==> src/rtl/lfsr_rng_pkg.sv <==
// Shared types and constants for the lfsr_rng random source.
package rng_pkg;

    typedef enum logic {
        EMPTY = 1'b0,
        FULL  = 1'b1
    } rng_state_t;

    localparam logic [9:0] RNG_TAPS_10 = 10'b10_0100_0000;

endpackage : rng_pkg

==> src/rtl/lfsr_rng_if.sv <==
// Control and valid/ready sample port of lfsr_rng.
interface lfsr_rng_if #(
    parameter int WIDTH = 10,
    parameter int OUT_W = 5,
    parameter int CNT_W = 8
);
    logic             enable;
    logic             seed_load;
    logic [WIDTH-1:0] seed_value;
    logic             rand_ready;
    logic             rand_valid;
    logic [OUT_W-1:0] rand_value;
    logic [CNT_W-1:0] reject_count;
    logic             lockup;

    modport master (
        output enable, seed_load, seed_value, rand_ready,
        input  rand_valid, rand_value, reject_count, lockup
    );

    modport slave (
        input  enable, seed_load, seed_value, rand_ready,
        output rand_valid, rand_value, reject_count, lockup
    );
endinterface : lfsr_rng_if

==> src/rtl/lfsr_rng_core.sv <==
// Fibonacci LFSR with seed load and all-zero lock-up repair.
module lfsr_core
    import rng_pkg::*;
#(
    parameter int               WIDTH = 10,
    parameter logic [WIDTH-1:0] TAPS  = RNG_TAPS_10,
    parameter logic [WIDTH-1:0] SEED  = WIDTH'(1)
) (
    input  logic             clk,
    input  logic             rst_n,
    input  logic             step,
    input  logic             load,
    input  logic [WIDTH-1:0] load_value,
    output logic [WIDTH-1:0] state,
    output logic             zero
);

    logic [WIDTH-1:0] r_lfsr;
    logic             w_feedback;

    assign w_feedback = ^(r_lfsr & TAPS);

    // NOTE: sequential state uses non-blocking assignments so every register samples pre-edge values.
    always_ff @(posedge clk or negedge rst_n) begin
        if (!rst_n) begin
            r_lfsr <= SEED;
        end else if (load) begin
            r_lfsr <= load_value;
        end else if (zero) begin
            r_lfsr <= SEED;
        end else if (step) begin
            r_lfsr <= {r_lfsr[WIDTH-2:0], w_feedback};
        end
    end

    assign state = r_lfsr;
    assign zero  = (r_lfsr == '0);

endmodule : lfsr_core

==> src/rtl/lfsr_rng.sv <==
// Range-limited random source: LFSR candidates filtered by rejection sampling into a valid/ready slot.
module lfsr_rng
    import rng_pkg::*;
#(
    parameter int               WIDTH     = 10,
    parameter logic [WIDTH-1:0] TAPS      = RNG_TAPS_10,
    parameter logic [WIDTH-1:0] SEED      = WIDTH'(1),
    parameter int               MAX_VALUE = 17,
    parameter int               OUT_W     = $clog2(MAX_VALUE + 1),
    parameter int               CNT_W     = 8
) (
    input  logic        clk,
    input  logic        rst_n,
    lfsr_rng_if.slave   rng
);

    localparam logic [OUT_W-1:0] MAX_V = OUT_W'(MAX_VALUE);

    rng_state_t       r_state;
    rng_state_t       w_state_nxt;
    logic [OUT_W-1:0] r_value;
    logic [CNT_W-1:0] r_count;
    logic             r_lockup;

    logic [WIDTH-1:0] w_lfsr;
    logic [WIDTH-1:0] w_load_value;
    logic [OUT_W-1:0] w_candidate;
    logic             w_zero;
    logic             w_in_range;
    logic             w_slot_open;
    logic             w_consume;
    logic             w_capture;
    logic             w_reject;

    assign w_load_value = (rng.seed_value == '0) ? SEED : rng.seed_value;

    lfsr_core #(
        .WIDTH (WIDTH),
        .TAPS  (TAPS),
        .SEED  (SEED)
    ) u_core (
        .clk        (clk),
        .rst_n      (rst_n),
        .step       (rng.enable),
        .load       (rng.seed_load),
        .load_value (w_load_value),
        .state      (w_lfsr),
        .zero       (w_zero)
    );

    assign w_candidate = w_lfsr[OUT_W-1:0];
    assign w_in_range  = (w_candidate <= MAX_V);
    assign w_slot_open = (r_state == EMPTY) || rng.rand_ready;
    assign w_consume   = (r_state == FULL) && rng.rand_ready;

    always_ff @(posedge clk or negedge rst_n) begin
        if (!rst_n) begin
            r_state <= EMPTY;
        end else begin
            r_state <= w_state_nxt;
        end
    end

    // NOTE: defaults first so no path through this block leaves a signal unassigned (no latches).
    always_comb begin
        w_state_nxt = r_state;
        w_capture   = 1'b0;
        w_reject    = 1'b0;
        if (rng.seed_load) begin
            w_state_nxt = EMPTY;
        end else if (w_zero || !rng.enable) begin
            // Repair and idle cycles still let a pending handshake complete.
            if (w_consume) begin
                w_state_nxt = EMPTY;
            end
        end else if (w_slot_open) begin
            if (w_in_range) begin
                w_capture   = 1'b1;
                w_state_nxt = FULL;
            end else begin
                w_reject    = 1'b1;
                w_state_nxt = EMPTY;
            end
        end
    end

    always_ff @(posedge clk or negedge rst_n) begin
        if (!rst_n) begin
            r_value  <= '0;
            r_count  <= '0;
            r_lockup <= 1'b0;
        end else begin
            r_lockup <= !rng.seed_load && w_zero;
            if (w_capture) begin
                r_value <= w_candidate;
            end
            if (rng.seed_load) begin
                r_count <= '0;
            end else if (w_reject && (r_count != '1)) begin
                r_count <= r_count + 1'b1;
            end
        end
    end

    assign rng.rand_valid   = (r_state == FULL);
    assign rng.rand_value   = r_value;
    assign rng.reject_count = r_count;
    assign rng.lockup       = r_lockup;

endmodule : lfsr_rng
==> src/flat_wrapper.sv <==
// flat-port wrapper written by rule: the top's interface ports become plain ports
module lfsr_rng_flat import rng_pkg::*;
#(
    parameter int               WIDTH     = 10,
    parameter logic [WIDTH-1:0] TAPS      = RNG_TAPS_10,
    parameter logic [WIDTH-1:0] SEED      = WIDTH'(1),
    parameter int               MAX_VALUE = 17,
    parameter int               OUT_W     = $clog2(MAX_VALUE + 1),
    parameter int               CNT_W     = 8
)
  (clk, rst_n, rng_enable, rng_seed_load, rng_seed_value, rng_rand_ready, rng_rand_valid, rng_rand_value, rng_reject_count, rng_lockup);
  lfsr_rng_if #(.WIDTH(WIDTH), .OUT_W(OUT_W), .CNT_W(CNT_W)) rng_i ();
  input  logic clk;
  input  logic rst_n;
  input wire logic [$bits(rng_i.enable)-1:0] rng_enable;
  input wire logic [$bits(rng_i.seed_load)-1:0] rng_seed_load;
  input wire logic [$bits(rng_i.seed_value)-1:0] rng_seed_value;
  input wire logic [$bits(rng_i.rand_ready)-1:0] rng_rand_ready;
  output wire logic [$bits(rng_i.rand_valid)-1:0] rng_rand_valid;
  output wire logic [$bits(rng_i.rand_value)-1:0] rng_rand_value;
  output wire logic [$bits(rng_i.reject_count)-1:0] rng_reject_count;
  output wire logic [$bits(rng_i.lockup)-1:0] rng_lockup;
  assign rng_i.enable = rng_enable;
  assign rng_i.seed_load = rng_seed_load;
  assign rng_i.seed_value = rng_seed_value;
  assign rng_i.rand_ready = rng_rand_ready;
  assign rng_rand_valid = rng_i.rand_valid;
  assign rng_rand_value = rng_i.rand_value;
  assign rng_reject_count = rng_i.reject_count;
  assign rng_lockup = rng_i.lockup;
  lfsr_rng #(.WIDTH(WIDTH), .TAPS(TAPS), .SEED(SEED), .MAX_VALUE(MAX_VALUE), .OUT_W(OUT_W), .CNT_W(CNT_W)) u_core (.clk(clk), .rst_n(rst_n), .rng(rng_i));
endmodule
==> config.mk <==
export PLATFORM = sky130hd
export DESIGN_NAME = lfsr_rng_flat
export DESIGN_NICKNAME = d
export VERILOG_FILES = /design/src/rtl/lfsr_rng_pkg.sv /design/src/rtl/lfsr_rng_if.sv /design/src/rtl/lfsr_rng_core.sv /design/src/rtl/lfsr_rng.sv /design/src/flat_wrapper.sv
export SDC_FILE = /design/constraint.sdc
export NUM_CORES = 1
export LEC_CHECK = 0
export BUFFER_PORTS_ARGS = -buffer_cell sky130_fd_sc_hd__buf_2
export CORE_MARGIN = 4
export CORE_UTILIZATION = 47
export CTS_BUF_LIST = sky130_fd_sc_hd__clkbuf_4 sky130_fd_sc_hd__clkbuf_8
export CTS_CLUSTER_SIZE = 12
export DETAILED_ROUTE_END_ITERATION = 10
export PLACE_DENSITY = 0.71
export SLEW_MARGIN = 30
export SYNTH_ARGS = -nofsm -noshare
export SYNTH_HDL_FRONTEND = slang
export SYNTH_SLANG_ARGS = --single-unit
==> constraint.sdc <==
create_clock -name clk -period 3.1 [get_ports clk]
set_clock_uncertainty 0.1 [all_clocks]
set_input_delay 0.31 -clock clk [delete_from_list [all_inputs] [get_ports clk]]
set_output_delay 0.31 -clock clk [all_outputs]
set_load 0.005 [all_outputs]
== Word level (Yosys, flattened, before mapping) ==
Cells that the tools add are included.
Widths: inputs -> output; s select.

* Add/sub/neg operators: 1
* Magnitude comparators: 1
* Eq/ne operators: 2
* Multiplexer cells: 18
* Bitwise logic cells: 1
* Reduce and logical (&&, ||, !) cells: 14

{| class="wikitable"
|+ Operators with widths
! kind !! count
|-
| $mux 10 || 4
|-
| $logic_not 10->1 || 2
|-
| $mux 8 || 2
|-
| $mux 1 || 12
|-
| $reduce_xor 10->1 || 1
|-
| $add 8x1->8 const B || 1
|-
| $ne 8x8->1 const B || 1
|-
| $reduce_bool 3->1 || 2
|-
| $le 5x5->1 const B || 1
|-
| $logic_and 1x1->1 || 3
|-
| $ne 3x2->1 const B || 1
|-
| $logic_not 1->1 || 2
|-
| $logic_or 1x1->1 || 2
|-
| $reduce_and 2->1 || 1
|-
| $reduce_bool 2->1 || 1
|-
| $not 1->1 || 1
|}

* Register bits after elaboration: 25
* Bits of input ports: 15
* Output and inout bits: 15
* Word-level logic and storage cells: 42

== Logic depth before layout (Yosys ltp) ==
Gate-level depths: netlist (run 1).

* Depth after elaboration: 8
* Mapped depth: 5
* Depth with buffers taken out: 5

== Modules after synthesis ==
From an unflattened synthesis (run 1), not the netlist that was laid out.

* Cells, all modules: 134
* Area, all modules: 1328.8 um^2

{| class="wikitable"
|+ Modules (own cells, without submodules)
! module !! times used !! cells an instance !! area an instance (um^2) !! seq. area each (um^2)
|-
| lfsr_rng || 1 || 80 || 789.5 || 375.4
|-
| lfsr_core || 1 || 54 || 539.3 || 251.5
|}

== Least setup slack after synthesis (run 1) ==
Ideal clock, no wire load.

* Kind: reg2reg
* Start point: register u_core.u_core.r_lfsr[0], in the netlist u_core.u_core.state[0]
* End point: register u_core.r_value[0], in the netlist u_core.rng.rand_value[0]
* Setup time: 125 ps
* Data arrival time: 1482 ps
* Data required time: 2875 ps
* Path slack: 1393 ps
* Stages on the path, launching flop included: 5
* Buffers on the path: 0
* Period minus slack after synthesis: 1707 ps
* Path through: dfstp_2 nor4_2 and3_1 nor4_4 mux2_2

* Longest elaborated chain between the ends: 5
* Elaborated cells between the ends (all ways): 7
* Classes of those cells: order compare: 1; mux: 4; reduce/logical: 2

{| class="wikitable"
|+ Ends and longest elaborated chain
! item !! line !! RTL
|-
| from (decl) || lfsr_rng_core.sv:18 || <nowiki>logic [WIDTH-1:0] r_lfsr;</nowiki>
|-
| from (signal assigned) || lfsr_rng_core.sv:28 || <nowiki>r_lfsr <= load_value;</nowiki>
|-
| from (signal assigned) || lfsr_rng_core.sv:32 || <nowiki>r_lfsr <= {r_lfsr[WIDTH-2:0], w_feedback};</nowiki>
|-
| $le 5x5->1 || lfsr_rng.sv:52 || <nowiki>assign w_in_range = (w_candidate <= MAX_V);</nowiki>
|-
| $mux 1 || lfsr_rng.sv:77 || <nowiki>if (w_in_range) begin</nowiki>
|-
| $mux 1 || lfsr_rng.sv:76 || <nowiki>end else if (w_slot_open) begin</nowiki>
|-
| $mux 1 || lfsr_rng.sv:71 || <nowiki>end else if (w_zero || !rng.enable) begin</nowiki>
|-
| $mux 1 || lfsr_rng.sv:69 || <nowiki>if (rng.seed_load) begin</nowiki>
|-
| to (signal assigned) || lfsr_rng.sv:95 || <nowiki>r_value <= w_candidate;</nowiki>
|-
| to (decl) || lfsr_rng.sv:21 || <nowiki>logic [OUT_W-1:0] r_value;</nowiki>
|}

Several ways; a longest one is shown, not always the timed one.
A chain may end at the register's enable or synchronous reset.

== Final worst setup path (run 1) ==
* Start point: register u_core.u_core.r_lfsr[3], in the netlist u_core.u_core.state[3]
* End point: register u_core.u_core.r_lfsr[6], in the netlist u_core.u_core.state[6]

* Longest elaborated chain between the ends: 3
* Elaborated cells between the ends (all ways): 4
* Classes of those cells: mux: 2; reduce/logical: 2

{| class="wikitable"
|+ Ends and longest elaborated chain
! item !! line !! RTL
|-
| $logic_not 10->1 (*) || lfsr_rng_core.sv:37 || <nowiki>assign zero = (r_lfsr == '0);</nowiki>
|-
| $mux 10 || lfsr_rng_core.sv:29 || <nowiki>end else if (zero) begin</nowiki>
|-
| $mux 10 || lfsr_rng_core.sv:27 || <nowiki>end else if (load) begin</nowiki>
|}

Mark *: on every way between the ends. The rest lies on a longest branch, timed or not.

==> flow_summary.yaml, run 1 <==
global_route:
  gr-max-usage-layer: "met2"
  use_met2_pct: 30.1
  grt_use_total_pct: 17.8
  gr-usage-met1_pct: 22.7
  grt_overflow: 0
  antenna_found_initial: 0
  use_met3_pct: 3.62
  grt_pass1_wl_um: 5000
  grt_pass1_vias: 1119
  grt_max_degree: 26
sta:
  rsz0062_at_grt: "no"
  tns_ps: 0
  finalSetupViolCount: 0
  fin_crit_ps: 1890
  max_slew_margin_pct: 63.1
  worst_slew_pin_slew_ps: 554
  drv_slew: 0
  fmax_mhz: 530
  hold_violations: 0
  fin_crit_sh_pct: 60.8
pwr:
  clkPwrFrac_pct: 22.9
  p_leak_nw: 0.669
  p_int_uw: 491
  power_density_mw_per_mm2: 457
  ir_worst_vdd_mv: 0.299
  switching_share_pct: 28.8
  p_seq_share_pct: 57.7
  netSwitchingPower_uw: 198
  finalPower_uw: 690
  comb_power_share_pct: 19.5
critical_path:
  r2r-end: "u_core.u_core.state[6]$_DFFE_PN0P_"
  r2r-start: "u_core.u_core.state[3]$_DFFE_PN0P_"
  cp-endpoint: "u_core.u_core.state[6]$_DFFE_PN0P_"
  r2r_cells: 4
  end_kind: "flip-flop"
  crit_start: "u_core.u_core.state[3]$_DFFE_PN0P_"
  start_kind: "flip-flop"
  crit_required_ps: 3250
  r2r_slack_ps: 1210
  worstSetupPathType: "reg2reg"
  cp.arrival_ps: 2040
  worst-path-max-fanout: 9
placement:
  port_buffers: 29
  dpl.hpwl_um: 2130
  placed_area_sq_mm: 0.00147
  routabilityCongestion: 0.749
die:
  die_x_um: 60.7
  rows: 18
  start_util_pct: 50.9
  core-area_sq_mm: 0.00257
  pin_count: 30
  die_h_um: 60.7
  fp.dieArea_sq_mm: 0.00369
clock_tree:
  htreeDepth: 1
  cts_sinks: 25
  root_buffer: "clkbuf_4"
  cts_tree: "done"
  clk_path_buf_depth: 2
  cts_buffers: 3
  clkTransAtPathRegs_ps: 140
  insertion_delay_ps: 320
logic_synthesis:
  synth.cell_area_sq_mm: 0.00131
  ys_seq_area_share_pct: 48.0
  yosys_warnings: 0
  avgSynthCellArea_sq_um: 10.5
  syn_nets: 140
  syn_inst: 124
  async_reset_ff_share_pct: 100
  synth_edf_count: 0
  synth_seq_cells: 25
  synthFlopType: "dfrtp_1"
  synth.distinct_cells: 40
final_layout:
  fillCellCount: 231
  syn2layout_area_growth_pct: 15.6
  layout.nets: 171
  final_cell_mix: "29 x buf_2, 24 x dfrtp_1, 12 x nand2_1, 8 x a21oi_1, 7 x o21ai_0"
  stdcell_area_sq_mm: 0.00151
  drive_above_1_share_pct: 30.5
  antenna_cells: 0
  final_common_cell: "buf_2"
worst_hold_path:
  hold_start: "rng_seed_value[4]"
  hold_path.class: "in2reg"
route:
  via_per_inst: 5.97
  drt_iter0_markers: 32
  postRouteAntennaNets: 0
  dr.pass1.iters: 4
  wl_per_cell_um: 15.8
  via_count: 1099
  drt-total-wl_um: 2910
  drc: 0
status:
  status: "completed"
job:
  max_cap_violations: 0
worst min-delay path by stage:
stage,endpoint,slack [ps],cells after the start
5_1_grt,u_core.u_core.state[7]$_DFFE_PN0P_,110,3
3_5_place_dp,u_core.rng.reject_count[3]$_DFFE_PN0P_,240,1
6_report,u_core.u_core.state[4]$_DFFE_PN0P_,120,3
4_1_cts,u_core.u_core.state[7]$_DFFE_PN0P_,110,3
2_1_floorplan,u_core.rng.lockup$_DFF_PN0_,-90,0
3_3_place_gp,u_core.rng.reject_count[4]$_DFFE_PN0P_,230,1
per-stage QoR:
stage               utilization, %  setup slack, ps  cells  hold WS (ps)
finish                        58.8             1210    184           122
global route                  58.8             1020    184           111
CTS                           58.8             1240    184           111
detailed placement            57.3             1260    179           237
global placement              57.3             1330    179           227
floorplan                        -             1390    124         -85.6
registers in the layout, indices dropped and copies added (netlist names):
register                 count
u_core.u_core.state         10
u_core.rng.reject_count      8
u_core.rng.rand_valid        1
u_core.rng.lockup            1
u_core.rng.rand_value        5
final cells by class:
class | count | area, sq um | area share, %
Clock buffer | 4 | 30.0 | 1.99
Inverter | 6 | 22.5 | 1.49
Multi-Input combinational cell | 89 | 638 | 42.3
Sequential cell | 25 | 627 | 41.5
Tap cell | 30 | 37.5 | 2.49
Timing Repair Buffer | 30 | 155 | 10.3
synthesized netlist by cell type (2+ instances only):
cell type / count / area, sq um
a2bb2oi_1: 5 / 43.8
o31ai_1: 2 / 15.0
o21ai_0: 7 / 35.0
a21oi_1: 8 / 40.0
inv_1: 6 / 22.5
or4_1: 3 / 22.5
mux2i_1: 6 / 60.1
dfrtp_1: 24 / 601
nor4_1: 2 / 12.5
nor3_1: 6 / 30.0
mux2_2: 5 / 56.3
nand3_1: 3 / 15.0
nand2_1: 12 / 45.0
nor2_1: 5 / 18.8
or3_1: 2 / 12.5
o41ai_1: 2 / 17.5
buf_2: 3 / 15.0
worst max-delay path, stage by stage (launching register included):
cell and delay, ps:
dfrtp_1 460, nor3_1 490, a31oi_1 270, nand2_1 320, a2bb2oi_1 190
repair_timing:
| item | in CTS | in global routing |
|---|---|---|
| hold endpoints to repair | 24 | 0 |
| resized for setup | 0 | 0 |
| hold buffers | 1 | 0 |
| setup endpoints to repair | 0 | 0 |
| setup buffers | 0 | 0 |
power groups by stage:
stage               combinational (mW)  sequential [mW]  clock, mW
floorplan                       0.0792            0.399          0
global placement                 0.132            0.402          0
detailed placement               0.136            0.404          0
CTS                              0.137            0.398      0.160
global route                     0.152            0.403      0.174
finish                           0.134            0.398      0.158
metal layers:
layer,wire length (um),up-vias
met5,0,-
met4,15,0
met3,129,2
met2,1530,21
met1,1240,540
li1,-,536
cells by family after synthesis:
kind of cell	after synthesis	share of synthesized area (%)
and+or+nand+nor	43	19.8
buffers and inverters	10	3.16
muxes	11	8.91
adders and majority gates	1	0.958
xor gates and xnor gates	1	0.671
AOI/OAI and AO/OA	33	18.5
DFF	25	48.0
No activity file was read; power rests on OpenSTA's default activity.
==> run 2, diff against run 1 <==
==> constraint.sdc (replaced) <==
create_clock -name clk -period 2 [get_ports clk]
set_clock_uncertainty 0.1 [all_clocks]
set_input_delay 0.2 -clock clk [delete_from_list [all_inputs] [get_ports clk]]
set_output_delay 0.2 -clock clk [all_outputs]
set_load 0.005 [all_outputs]
==> flow_summary.yaml, run 2 (synthesis gave the netlist of run 1 again) <==
job:
  max_cap_violations: 0
placement:
  dp_cells: 181
  port_buffers: 29
  dpl.hpwl_um: 2160
  routabilityCongestion: 0.812
pwr:
  ir_worst_vdd_mv: 0.600
  p_leak_nw: 0.683
  power_density_mw_per_mm2: 696
route:
  wl_per_cell_um: 15.4
  via_count: 1105
  dr.pass1.iters: 5
  postRouteAntennaNets: 0
  drc: 0
  via_per_inst: 5.91
  drt-total-wl_um: 2880
  drt_iter0_markers: 45
critical_path:
  worstSetupPathType: "reg2reg"
  r2r_slack_ps: 160
  crit_start: "u_core.u_core.state[0]$_DFFE_PN1P_"
  end_kind: "flip-flop"
  crit_required_ps: 2110
  r2r_cells: 4
  r2r-start: "u_core.u_core.state[0]$_DFFE_PN1P_"
  r2r-end: "u_core.rng.rand_value[0]$_DFFE_PN0P_"
  cp-endpoint: "u_core.rng.rand_value[0]$_DFFE_PN0P_"
  worst-path-max-fanout: 5
  cp.arrival_ps: 1950
  start_kind: "flip-flop"
global_route:
  grt_overflow: 0
  gr-max-usage-layer: "met2"
  use_met2_pct: 29.5
  grt_use_total_pct: 18.0
  use_met3_pct: 3.19
  grt_max_degree: 26
  grt_pass1_wl_um: 4970
  gr-usage-met1_pct: 23.8
  antenna_found_initial: 0
  grt_pass1_vias: 1095
clock_tree:
  root_buffer: "clkbuf_4"
  cts_sinks: 25
  clkTransAtPathRegs_ps: 140
  postCtsResizedCells: 0
  htreeDepth: 1
  insertion_delay_ps: 320
  postCtsSetupRepairBufs: 0
  cts_tree: "done"
  cts_buffers: 3
  clk_path_buf_depth: 2
worst_hold_path:
  hold_path.class: "in2reg"
  worstHoldPathCells: 3
sta:
  fmax_mhz: 542
  finalSetupViolCount: 0
  fin_crit_ps: 1840
  worst_slew_pin_slew_ps: 558
  max_slew_margin_pct: 62.8
  fin_crit_sh_pct: 92.2
  rsz0062_at_grt: "no"
  hold_violations: 0
  tns_ps: 0
  drv_slew: 0
final_layout:
  final_common_cell: "buf_2"
  seq_area_sq_um: 627
  fillCellCount: 234
  multi_input_area_sq_um: 638
  fin_cells: 187
  drive_above_1_share_pct: 31.2
  layout.nets: 174
  syn2layout_area_growth_pct: 17.5
  largest_reg_flops: 10
  final_cell_mix: "29 x buf_2, 24 x dfrtp_1, 12 x nand2_1, 8 x a21oi_1, 7 x o21ai_0"
  antenna_cells: 0
die:
  die_h_um: 60.7
  core-area_sq_mm: 0.00257
  rows: 18
  die_x_um: 60.7
  fp.dieArea_sq_mm: 0.00369
  pin_count: 30
  start_util_pct: 50.9
status:
  status: "completed"
run 2: changes by cell type in the layout (fill, tap and decap cells not counted):
cell | before | now
buf_4 | 0 | 2
dlygate4sd3_1 | 1 | 2
run 2: stage by stage:
step / setup WS [ps] / utilization (%) / cell area, sq um / hold slack, ps / power [mW]
finish: 156 / 59.8 / 1540 / 16.9 / 1.07
CTS: 159 / 59.8 / 1540 / 17.0 / 1.08
floorplan: 293 / - / 1310 / -196 / 0.741
global placement: 232 / 57.8 / 1490 / 120 / 0.832
global route: 51.5 / 59.8 / 1540 / 4.38 / 1.14
detailed placement: 191 / 57.8 / 1490 / 123 / 0.839
run 2: final cells by class:
class	count	area share [%]
multi-input combinational	89	41.6
sequential	25	40.8
timing repair buffer	33	11.7
tap	30	2.44
clock buffer	4	1.96
inverter	6	1.47
run 2: per-layer routing:
layer	up-vias	wire length, um	share of wire (%)
met3	7	112	3.9
met5	-	0	0
li1	534	-	-
met4	0	37	1.3
met2	27	1430	50
met1	537	1300	45
run 2: worst max-delay path, cell delays in order, from the launching register on:
cell     delay [ps]
dfstp_2         590
nor4_2           60
and3_1          210
nor4_4          390
mux2_2          380
run 2: repair_timing:
item | in CTS | in global routing
setup endpoints to repair | 0 | 0
hold endpoints to repair | 25 | 0
hold buffers | 2 | 0
run 2: worst min-delay path by stage:
stage / from / to / slack [ps]
after global routing: rng_seed_value[6] / u_core.u_core.state[6]$_DFFE_PN0P_ / 4
after floorplan: rst_n / u_core.rng.lockup$_DFF_PN0_ / -200
after global placement: rst_n / u_core.rng.reject_count[4]$_DFFE_PN0P_ / 120
after detailed placement: rst_n / u_core.rng.reject_count[4]$_DFFE_PN0P_ / 120
after CTS: rng_seed_value[6] / u_core.u_core.state[6]$_DFFE_PN0P_ / 20
final: rng_seed_value[6] / u_core.u_core.state[6]$_DFFE_PN0P_ / 20
run 2: power breakdown:
| part | switching [mW] | internal (mW) | leakage (nW) |
|---|---|---|---|
| Sequential | 0.0505 | 0.567 | 0.316 |
| Combinational | 0.105 | 0.107 | 0.348 |
| Clock | 0.147 | 0.0915 | 0.0184 |
| Total | 0.303 | 0.765 | 0.683 |
